### config.mk
export PLATFORM = sky130hd
export DESIGN_NAME = program_loader
export DESIGN_NICKNAME = d
export VERILOG_FILES = /design/src/rtl/program_loader.sv
export SDC_FILE = /design/constraint.sdc
export NUM_CORES = 1
export LEC_CHECK = 0
export ABC_CLOCK_PERIOD_IN_PS = 2600
export CAP_MARGIN = 0
export CELL_PAD_IN_SITES_DETAIL_PLACEMENT = 2
export CELL_PAD_IN_SITES_GLOBAL_PLACEMENT = 2
export CORE_MARGIN = 2
export CORE_UTILIZATION = 32
export CTS_CLUSTER_DIAMETER = 200
export DETAILED_ROUTE_END_ITERATION = 7
export PLACE_DENSITY_LB_ADDON = 0.12
export SETUP_SLACK_MARGIN = 0.02
export SLEW_MARGIN = 20
export SYNTH_ARGS = -nofsm -noshare
export SYNTH_HDL_FRONTEND = slang
export SYNTH_SLANG_ARGS = --single-unit
### constraint.sdc
create_clock -name clk -period 2.6 [get_ports clk]
set_input_delay 0.52 -clock clk [delete_from_list [all_inputs] [get_ports clk]]
set_output_delay 0.52 -clock clk [all_outputs]
set_load 0.05 [all_outputs]
### src/rtl/program_loader.sv
// Boot loader: turns a byte stream (16-bit word count, then words high byte first) into
// CPU instruction-memory writes. Define PROGRAM_LOADER_CHECKSUM_EN for a trailing 16-bit checksum.
module program_loader #(
    parameter int unsigned ADDR_W    = 16,
    parameter int unsigned MAX_WORDS = 256
) (
    input  logic              clk,
    input  logic              reset_n,
    input  logic [7:0]        rx_data,
    input  logic              rx_valid,
    output logic              rx_ready,
    input  logic              reload,
    output logic [15:0]       instruction_in,
    output logic [ADDR_W-1:0] load_address,
    output logic              load_instruction,
    output logic              pc_reset,
    output logic              busy,
    output logic              done,
    output logic              error
);
    localparam int unsigned      CNT_W   = 16;
    localparam logic [CNT_W-1:0] MAX_CNT = CNT_W'(MAX_WORDS);

    typedef enum logic [3:0] {
        IDLE,
        LEN_HI,
        LEN_LO,
        DATA_HI,
        DATA_LO,
        WRITE,
        DONE,
        ERROR
`ifdef PROGRAM_LOADER_CHECKSUM_EN
        ,
        CHK_HI,
        CHK_LO
`endif
    } state_t;

    state_t           state;
    state_t           next_state;
    logic [CNT_W-1:0] count;
    logic [CNT_W-1:0] rcvd;
    logic [CNT_W-1:0] rcvd_inc;
    logic [CNT_W-1:0] len_c;
    logic [7:0]       byte_hi;
    logic             xfer;
    logic             ready_d;
    logic             busy_d;
`ifdef PROGRAM_LOADER_CHECKSUM_EN
    logic [15:0]      sum;
`endif

    assign xfer     = rx_valid && rx_ready;
    assign rcvd_inc = rcvd + CNT_W'(1);
    assign len_c    = {count[15:8], rx_data};

    always_ff @(posedge clk or negedge reset_n) begin
        if (!reset_n) state <= IDLE;
        else          state <= next_state;
    end

    // Next-state decode plus the state-derived flags, registered below from next_state
    always_comb begin
        next_state = state;
        ready_d    = 1'b0;
        busy_d     = 1'b0;
        case (state)
            IDLE:    next_state = LEN_HI;
            LEN_HI:  if (xfer) next_state = LEN_LO;
            LEN_LO: begin
                if (xfer) begin
                    if (len_c == '0) begin
`ifdef PROGRAM_LOADER_CHECKSUM_EN
                        next_state = CHK_HI;
`else
                        next_state = DONE;
`endif
                    end else if (len_c > MAX_CNT) begin
                        next_state = ERROR;
                    end else begin
                        next_state = DATA_HI;
                    end
                end
            end
            DATA_HI: if (xfer) next_state = DATA_LO;
            DATA_LO: if (xfer) next_state = WRITE;
            WRITE: begin
                if (rcvd_inc == count) begin
`ifdef PROGRAM_LOADER_CHECKSUM_EN
                    next_state = CHK_HI;
`else
                    next_state = DONE;
`endif
                end else begin
                    next_state = DATA_HI;
                end
            end
`ifdef PROGRAM_LOADER_CHECKSUM_EN
            CHK_HI:  if (xfer) next_state = CHK_LO;
            CHK_LO: begin
                if (xfer) next_state = ({byte_hi, rx_data} == sum) ? DONE : ERROR;
            end
`endif
            DONE:    if (reload) next_state = IDLE;
            ERROR:   if (reload) next_state = IDLE;
            default: next_state = IDLE;
        endcase

        case (next_state)
            LEN_HI, LEN_LO, DATA_HI, DATA_LO
`ifdef PROGRAM_LOADER_CHECKSUM_EN
            , CHK_HI, CHK_LO
`endif
            :        ready_d = 1'b1;
            default: ready_d = 1'b0;
        endcase
        busy_d = (next_state != IDLE) && (next_state != DONE) && (next_state != ERROR);
    end

    // Registered outputs and datapath; a transition back to IDLE wipes the load context
    always_ff @(posedge clk or negedge reset_n) begin
        if (!reset_n) begin
            rx_ready         <= 1'b0;
            busy             <= 1'b0;
            done             <= 1'b0;
            error            <= 1'b0;
            pc_reset         <= 1'b1;
            load_instruction <= 1'b0;
            instruction_in   <= '0;
            load_address     <= '0;
            count            <= '0;
            rcvd             <= '0;
            byte_hi          <= '0;
`ifdef PROGRAM_LOADER_CHECKSUM_EN
            sum              <= '0;
`endif
        end else begin
            rx_ready         <= ready_d;
            busy             <= busy_d;
            done             <= (next_state == DONE);
            error            <= (next_state == ERROR);
            pc_reset         <= (next_state != DONE);
            load_instruction <= (next_state == WRITE);
            if (next_state == IDLE) begin
                load_address <= '0;
                count        <= '0;
                rcvd         <= '0;
`ifdef PROGRAM_LOADER_CHECKSUM_EN
                sum          <= '0;
`endif
            end else begin
                case (state)
                    LEN_HI:  if (xfer) count[15:8] <= rx_data;
                    LEN_LO:  if (xfer) count[7:0] <= rx_data;
                    DATA_HI: if (xfer) byte_hi <= rx_data;
                    DATA_LO: if (xfer) instruction_in <= {byte_hi, rx_data};
                    WRITE: begin
                        load_address <= load_address + ADDR_W'(1);
                        rcvd         <= rcvd_inc;
`ifdef PROGRAM_LOADER_CHECKSUM_EN
                        sum          <= sum + instruction_in;
`endif
                    end
`ifdef PROGRAM_LOADER_CHECKSUM_EN
                    CHK_HI:  if (xfer) byte_hi <= rx_data;
`endif
                    default: ;
                endcase
            end
        end
    end
endmodule
# Word-level counts from Yosys, hierarchy flattened
# Cells that the tools add are included.
[word_totals] regBits=82 in_bits=12 out_inout_bits=38 word_cells=69
[op_classes] addsub=2 magnitude_cmp=1 eq_ne=17 mux=18 bitwise=1 reduce_logical=17
[ops] cell="$mux 16" n=5
[ops] cell="$add 16x1->16 const B" n=2
[ops] cell="$eq 4x3->1 const B" n=8
[ops] cell="$pmux 4 s7" n=1
[ops] cell="$mux 8" n=3
[ops] cell="$mux 4" n=5
[ops] cell="$eq 16x16->1" n=1
[ops] cell="$eq 4x2->1 const B" n=4
[ops] cell="$gt 16x9->1 const B" n=1
[ops] cell="$logic_not 16->1" n=1
[ops] cell="$mux 3" n=3
[ops] cell="$eq 4x1->1 const B" n=2
[ops] cell="$logic_not 4->1" n=2
[ops] cell="$ne 4x3->1 const B" n=2
[ops] cell="$reduce_bool 2->1" n=4
[ops] cell="$reduce_and 3->1" n=2
[ops] cell="$reduce_and 2->1" n=2
[ops] cell="$reduce_bool 4->1" n=1
[ops] cell="$reduce_or 4->1" n=1
[ops] cell="$logic_and 1x1->1" n=3
[ops] cell="$reduce_or 2->1" n=1
[ops] cell="$mux 1" n=1
[ops] cell="$not 1->1" n=1

# Logic depth before layout (Yosys ltp)
# Gate-level depths: netlist (run 1).
[logic_depth] depth_word=8 ltp_mapped=10 mapped_depth_nobuf=7

# Least setup slack after synthesis (run 1)
# OpenSTA, ideal clock, no wires.
[synth_path] kind="register -> register" start="register rcvd[0]" end="register rx_ready" setup_time_ns=0.118 arrival_ns=2.270 t_required_ns=2.482 slack_ns=0.212 stages_incl_launch_ff=9 path_buffers=1 synth_period_minus_slack_ns=2.388 path_cell_list="dfrtp_1 ha_1 and4_1 buf_6 nand4_4 a2111oi_4 nand4_1 or4b_4 a21o_1"
[synth_via] elab_chain_len=7 elab_cells_between_ends=10 classes_between="add/sub: 1; eq/ne: 5; mux: 3; reduce/logical: 1"
[synth_lines] item="start: declaration" line="43" source="logic [CNT_W-1:0] rcvd;"
[synth_lines] item="start signal: assignment" line="160" source="rcvd <= rcvd_inc;"
[synth_lines] item="$add 16x1->16 (*)" line="55" source="assign rcvd_inc = rcvd + CNT_W'(1);"
[synth_lines] item="$eq 16x16->1 (*)" line="89" source="if (rcvd_inc == count) begin"
[synth_lines] item="$mux 3 (*)" line="89"
[synth_lines] item="$pmux 4 s7 (*)" line="68" source="case (state)"
[synth_lines] item="$eq 4x1->1, or another cell as far along" line="110" source="case (next_state)"
[synth_lines] item="$reduce_or 4->1 (*)" line="110"
[synth_lines] item="$mux 1 (*)" line="110"
[synth_lines] item="named net ready_d" line="48" source="logic ready_d;"
[synth_lines] item="end signal: assignment" line="139" source="rx_ready <= ready_d;"
[synth_lines] item="end: declaration" line="11" source="output logic rx_ready,"
# Mark *: on every way through the listed nets, which the timed path passes. The rest lies on a longest branch.
# A chain may end at the register's enable or synchronous reset.

# Worst setup path after layout (run 1)
[layout_path] start="register rcvd[3]" end="register rx_ready"
# Same word-level chain as after synthesis.

==> metrics.yaml, run 1 <==
max_freq_mhz: 406
portBuffers: 49
synth-seq-cells: 82
cp_top_family: "simple AND/OR/NAND/NOR gates"
power.switching_uw: 737
drtPass1Iterations: 4
die_w_um: 119
grt_pass1_vias: 3838
path_cells: "nand4_1, o21a_1, nor4_1, o22ai_1, or4b_4, a21o_1"
post-route-drc-count: 0
r2r_start: "rcvd[3]"
core_mm2: 0.0131
post_drt_wl_per_cell_um: 18.4
yosysWarnings: 0
tightest_slew_ns: 0.544
power_density_mw_per_mm2: 537
finalNetCount: 509
ys_types: 59
r2r-end: "rx_ready"
synth_area_mm2: 0.00424
synth-edff-count: 0
die_h_um: 119
fin_setup_tns_ns: 0
cts_buffer_depth: 2
max-vdd-ir-drop_mv: 0.349
clkTransAtPathRegs_ns: 0.06
htreeDepth: 3
clock-sinks: 82
cp_data_arrival_time_ns: 2.69
cap_violations: 0
setup_viol: 0
final_cell_mix: "dfrtp_1 (81), nor2_1 (65), nand2_1 (48), clkdlybuf4s50_1 (48), buf_4 (34)"
power_frac_seq: 0.455
ant_nets: 0
synthArstFlopShare: 1.00
p_leak_uw: 0.00244
hold_viol: 0
max_stage_delay_ns: 0.61
cts_tree: "done"
finalCritPeriodShare: 0.948
cpMaxStageDelayCell: "or4b_4"
syn-instance-count: 422
rows: 42
cp_max_fo: 6
place_hpwl_mm: 9.05
finalWorstSetupSlack_ns: 0.135
holdWs_ns: 0.0400
grt_first_pass_wirelength_mm: 20.6
switching_share: 0.252
drtIter0Drc: 117
antenna_found_initial: 0
status: "completed"
gp_routability_congestion: 0.756
crit_type: "reg -> reg"
ff2ff_path_depth: 6
rsz0062_at_grt: "false"
end_kind: "flip-flop"
final_common_cell: "dfrtp_1"
clkPwrFrac: 0.449
grt_max_degree: 68
start_util: 0.324
routed_wl_mm: 12.4
maxSlewHeadroom: 0.636
p_comb_frac: 0.096
syn_avg_cell_area_um2: 10.0
cp_num_buf_inv: 0
viasPerCell: 4.96
final-max-slew-violation-count: 0
cts_made_buffers: 9
dieArea_mm2: 0.0142
ys_seq_area_frac: 0.485
hold_class: "in -> async"
r2r_slack_ns: 0.13
overflow: 0
num_io_pins: 50
clock_latency_ns: 0.34
internal-power_uw: 2190
synth_nets: 436
area_growth_pct: 28.7
crit_path_start_kind: "flip-flop"
routed-via-count: 3356
drive_gt1_frac: 0.178
place_ws_ns: -0.395
root_buffer: "clkbuf_16"
synth_ff_type: "dfrtp_1"
diodes: 0
grt.total_usage: 0.187
period_minus_slack_ns: 2.47
cp_data_required_time_ns: 2.82
skew_ns: 0.00475
nFillCells: 1427
fin_util: 0.417
-- logic make-up (layout without fill, tap and decap cells) --
kind of cell,Yosys count,after routing,share of synthesized area
adder cells (fa/ha/maj),2,2,0.00591
flip-flops,82,82,0.485
multiplexers,35,35,0.0877
other,1,1,0.000885
buffers and inverters,28,106,0.0372
AO/OA/AOI/OAI,34,34,0.0623
AND/OR/NAND/NOR,193,193,0.224
XOR/XNOR,47,47,0.0972
-- Yosys cell counts, types with 2 or more instances --
library cell	count	area, um^2
nor4_1	5	31.3
mux2i_1	18	180
a21boi_0	2	15.0
inv_1	4	15.0
buf_2	9	45.0
nor3_1	5	25.0
xnor2_1	25	219
ha_1	2	25.0
xor2_1	22	193
mux2_2	17	191
and3_1	9	56.3
or4_1	2	15.0
and4_2	2	20.0
nand3_1	20	100
o21ai_0	7	35.0
nand4_1	14	87.6
o21a_1	2	15.0
buf_6	4	45.0
clkbuf_1	7	26.3
and2_1	3	18.8
nand2_1	48	180
nor2b_1	6	37.5
a21o_1	2	15.0
nor2_1	65	244
buf_4	3	22.5
dfrtp_1	81	2030
a21oi_1	6	30.0
-- worst max path at each step --
stage / depth (start not counted) / slack, ns / endpoint / startpoint
global route: 6 / 0.03 / rx_ready / rcvd[3]
detailed placement: 9 / -0.40 / count[10] / rx_data[4]
CTS: 7 / 0.04 / rx_ready / rcvd[1]
global placement: 9 / -0.35 / load_address[0] / rx_data[4]
floorplan: 8 / 0.21 / rx_ready / rcvd[0]
finish: 6 / 0.13 / rx_ready / rcvd[3]
-- cell type report --
type / count / area, um^2 / share of cell area
Sequential cell: 82 / 2050 / 0.377
Clock buffer: 10 / 239 / 0.0438
Timing Repair Buffer: 85 / 796 / 0.146
Inverter: 5 / 18.8 / 0.00344
Multi-Input combinational cell: 312 / 2060 / 0.377
Clock inverter: 6 / 66.3 / 0.0122
Tap cell: 176 / 220 / 0.0404
-- worst reg2reg max path: stages (launching register included) --
cell,delay (ns)
dfrtp_1,0.45
nand4_1,0.27
o21a_1,0.27
nor4_1,0.36
o22ai_1,0.19
or4b_4,0.61
a21o_1,0.20
-- power by group through the flow --
stage / combinational, uW / sequential (uW) / clock, uW
detailed placement: 285 / 1360 / 0
global placement: 276 / 1350 / 0
floorplan: 119 / 1370 / 0
global route: 307 / 1340 / 1400
CTS: 286 / 1330 / 1350
finish: 280 / 1330 / 1310
-- sequential cells by signal (all words and copies together) (netlist names) --
name	cells
state	4
load_address	16
instruction_in	16
count	16
byte_hi	8
done	1
load_instruction	1
error	1
rx_ready	1
busy	1
pc_reset	1
rcvd	16
-- repair_timing --
action | 4_1_cts | 5_1_grt
hold buffers | 0 | 0
setup endpoints to repair | 26 | 27
hold endpoints to repair | 0 | 0
resized for setup | 1 | 5
buffers inserted | 0 | 2
pin swaps | 0 | 1
-- stage by stage --
step                std cells  power [uW]  area, um^2
global placement          658        1630        5100
CTS                       674        2970        5420
floorplan                 422        1490        4240
detailed placement        658        1640        5100
finish                    676        2930        5450
global route              676        3040        5450
-- metal layers --
metal / vias to the layer above / GRT usage / routed length (um)
met5: - / 0 / 0
met1: 1722 / 0.251 / 5880
met4: 0 / 0.0610 / 163
met2: 40 / 0.302 / 6060
met3: 10 / 0.0388 / 322
li1: 1584 / - / -
No activity file was read; power rests on OpenSTA's default activity.
==> inputs of run 2 (changes only) <==
--- a/config.mk
+++ b/config.mk
@@ -9,11 +9,10 @@
 export CAP_MARGIN = 0
 export CELL_PAD_IN_SITES_DETAIL_PLACEMENT = 2
 export CELL_PAD_IN_SITES_GLOBAL_PLACEMENT = 2
-export CORE_MARGIN = 2
 export CORE_UTILIZATION = 32
 export CTS_CLUSTER_DIAMETER = 200
 export DETAILED_ROUTE_END_ITERATION = 7
-export PLACE_DENSITY_LB_ADDON = 0.12
+export PLACE_DENSITY_LB_ADDON = 0.1
 export SETUP_SLACK_MARGIN = 0.02
 export SLEW_MARGIN = 20
 export SYNTH_ARGS = -nofsm -noshare
==> run 2 against run 1 <==
Power down 0.94%. Hold slack better by 0.081 ns. Sequential share of layout area rose by 0.26 points. Highest routed layer unchanged. Global-route usage rose by 1.4 points. First-iteration DRC count up 46%. Design area down 0.69%.
==> metrics.yaml, run 2 (same netlist as run 1, synthesis figures left out) <==
place_ws_ns: -0.279  # +0.116 ns
cts_buffer_depth: 2  # unchanged
maxSlewHeadroom: 0.640  # +0.00388
status: "completed"
end_kind: "flip-flop"
htreeDepth: 3  # unchanged
cp_data_arrival_time_ns: 2.68  # about the same
clock_latency_ns: 0.34  # about the same
routed_wl_mm: 12.4  # about the same
clock-sinks: 82  # unchanged
setup_viol: 0  # unchanged
r2r_slack_ns: 0.19  # +0.06 ns
rsz0062_at_grt: "true"
final-seq-area_mm2: 0.00205  # unchanged
drtPass1Iterations: 4  # unchanged
grt_first_pass_wirelength_mm: 20.5  # -0.80%
grt.total_usage: 0.201  # +0.0139
cp_max_fo: 37  # +31
cp_data_required_time_ns: 2.82  # about the same
tightest_slew_ns: 0.538  # -0.00581 ns
nFillCells: 1368  # -4.1%
diodes: 0  # unchanged
skew_ns: 0.00612  # +0.00137 ns
grt_max_degree: 38  # -44%
crit_path_start_kind: "input port"
finalNetCount: 508  # -0.20%
p_leak_uw: 0.00243  # -0.48%
finalWorstSetupSlack_ns: 0.140  # +0.00553 ns
gp_routability_congestion: 0.807  # +6.8%
hold_viol: 0  # unchanged
clkTransAtPathRegs_ns: 0.06  # about the same
viasPerCell: 5.04  # +1.6%
overflow: 0  # unchanged
finalCritPeriodShare: 0.946  # -0.00213
crit_type: "in -> reg"
holdWs_ns: 0.121  # +0.0809 ns
final_cell_mix: "dfrtp_1 (81), nor2_1 (65), nand2_1 (48), clkdlybuf4s50_1 (48), buf_4 (33)"
power_density_mw_per_mm2: 536  # -0.25%
post-route-drc-count: 0  # unchanged
area_growth_pct: 27.8
max-vdd-ir-drop_mv: 0.408  # +17%
start_util: 0.332  # +0.00789
drive_gt1_frac: 0.168  # -0.00966
routed-via-count: 3385  # +0.86%
root_buffer: "clkbuf_16"
num_io_pins: 50  # unchanged
final_common_cell: "dfrtp_1"
dieArea_mm2: 0.0137  # -3.3%
core_mm2: 0.0128  # -2.4%
rows: 41  # -2.4%
fin_util: 0.424  # +0.00722
cts_made_buffers: 9  # unchanged
cts_tree: "done"
place_hpwl_mm: 9.10  # +0.54%
die_h_um: 117  # -1.7%
multi_input_area_mm2: 0.00204  # -0.67%
cap_violations: 0  # unchanged
period_minus_slack_ns: 2.46  # -0.00553 ns
antenna_found_initial: 0  # unchanged
hold_class: "in -> async"
post_drt_wl_per_cell_um: 18.5  # +0.79%
max_freq_mhz: 407  # +0.22%
drtIter0Drc: 171  # +46%
final-max-slew-violation-count: 0  # unchanged
grt_pass1_vias: 3763  # -2.0%
cts_hold_buffers: 0  # unchanged
die_w_um: 117  # -1.7%
ant_nets: 0  # unchanged
portBuffers: 49  # unchanged
total_power_uw: 2900  # -0.94%
-- run 2: worst paths after layout --
kind / from / to / cells after the start
worst max-delay path: rx_data[4] / load_address[12] / 9
worst min-delay path: reset_n / busy / 1
worst max register to register: rcvd[0] / rx_ready / 7
worst min register to register: instruction_in[11] / instruction_in[11] / 2
max in group asynchronous: reset_n / load_address[5] / 2
min in group clk: instruction_in[11] / instruction_in[11] / 2
-- run 2: critical path: stages --
cell	delay, ns
clkdlybuf4s50_1	0.44
nor4_2	0.29
buf_4	0.15
a21boi_0	0.11
o41a_1	0.43
a31oi_2	0.18
and3_1	0.24
buf_12	0.22
nor2_1	0.08
-- run 2: cell type report --
class,instances,share of cell area
Sequential cell,82,0.379
Multi-Input combinational cell,312,0.377
Timing Repair Buffer,84,0.146
Clock buffer,10,0.0423
Tap cell,172,0.0398
Clock inverter,6,0.0120
Inverter,5,0.00347
-- run 2: repair_timing --
item | in CTS | in global routing
resized for setup | 0 | 2
setup endpoints to repair | 0 | 52
setup buffers | 0 | 1
-- run 2: per-layer routing --
metal  share of wire  vias up  GRT usage
met5               0        -          0
met3           0.032        6     0.0484
met1            0.46     1745      0.262
met2            0.50       50      0.335
li1                -     1584          -
met4          0.0071        0     0.0515
-- run 2: report_power, final --
group | switching [uW] | internal (uW)
Sequential | 28.7 | 1310
Clock | 544 | 748
Combinational | 167 | 107
Total | 739 | 2160
-- run 2: per-stage QoR --
stage	std cells	setup TNS (ns)	area, um^2
CTS	670	0	5390
floorplan	422	0	4240
global route	671	0	5410
detailed placement	654	-12.58	5100
finish	671	0	5410
global placement	654	-8.92	5100
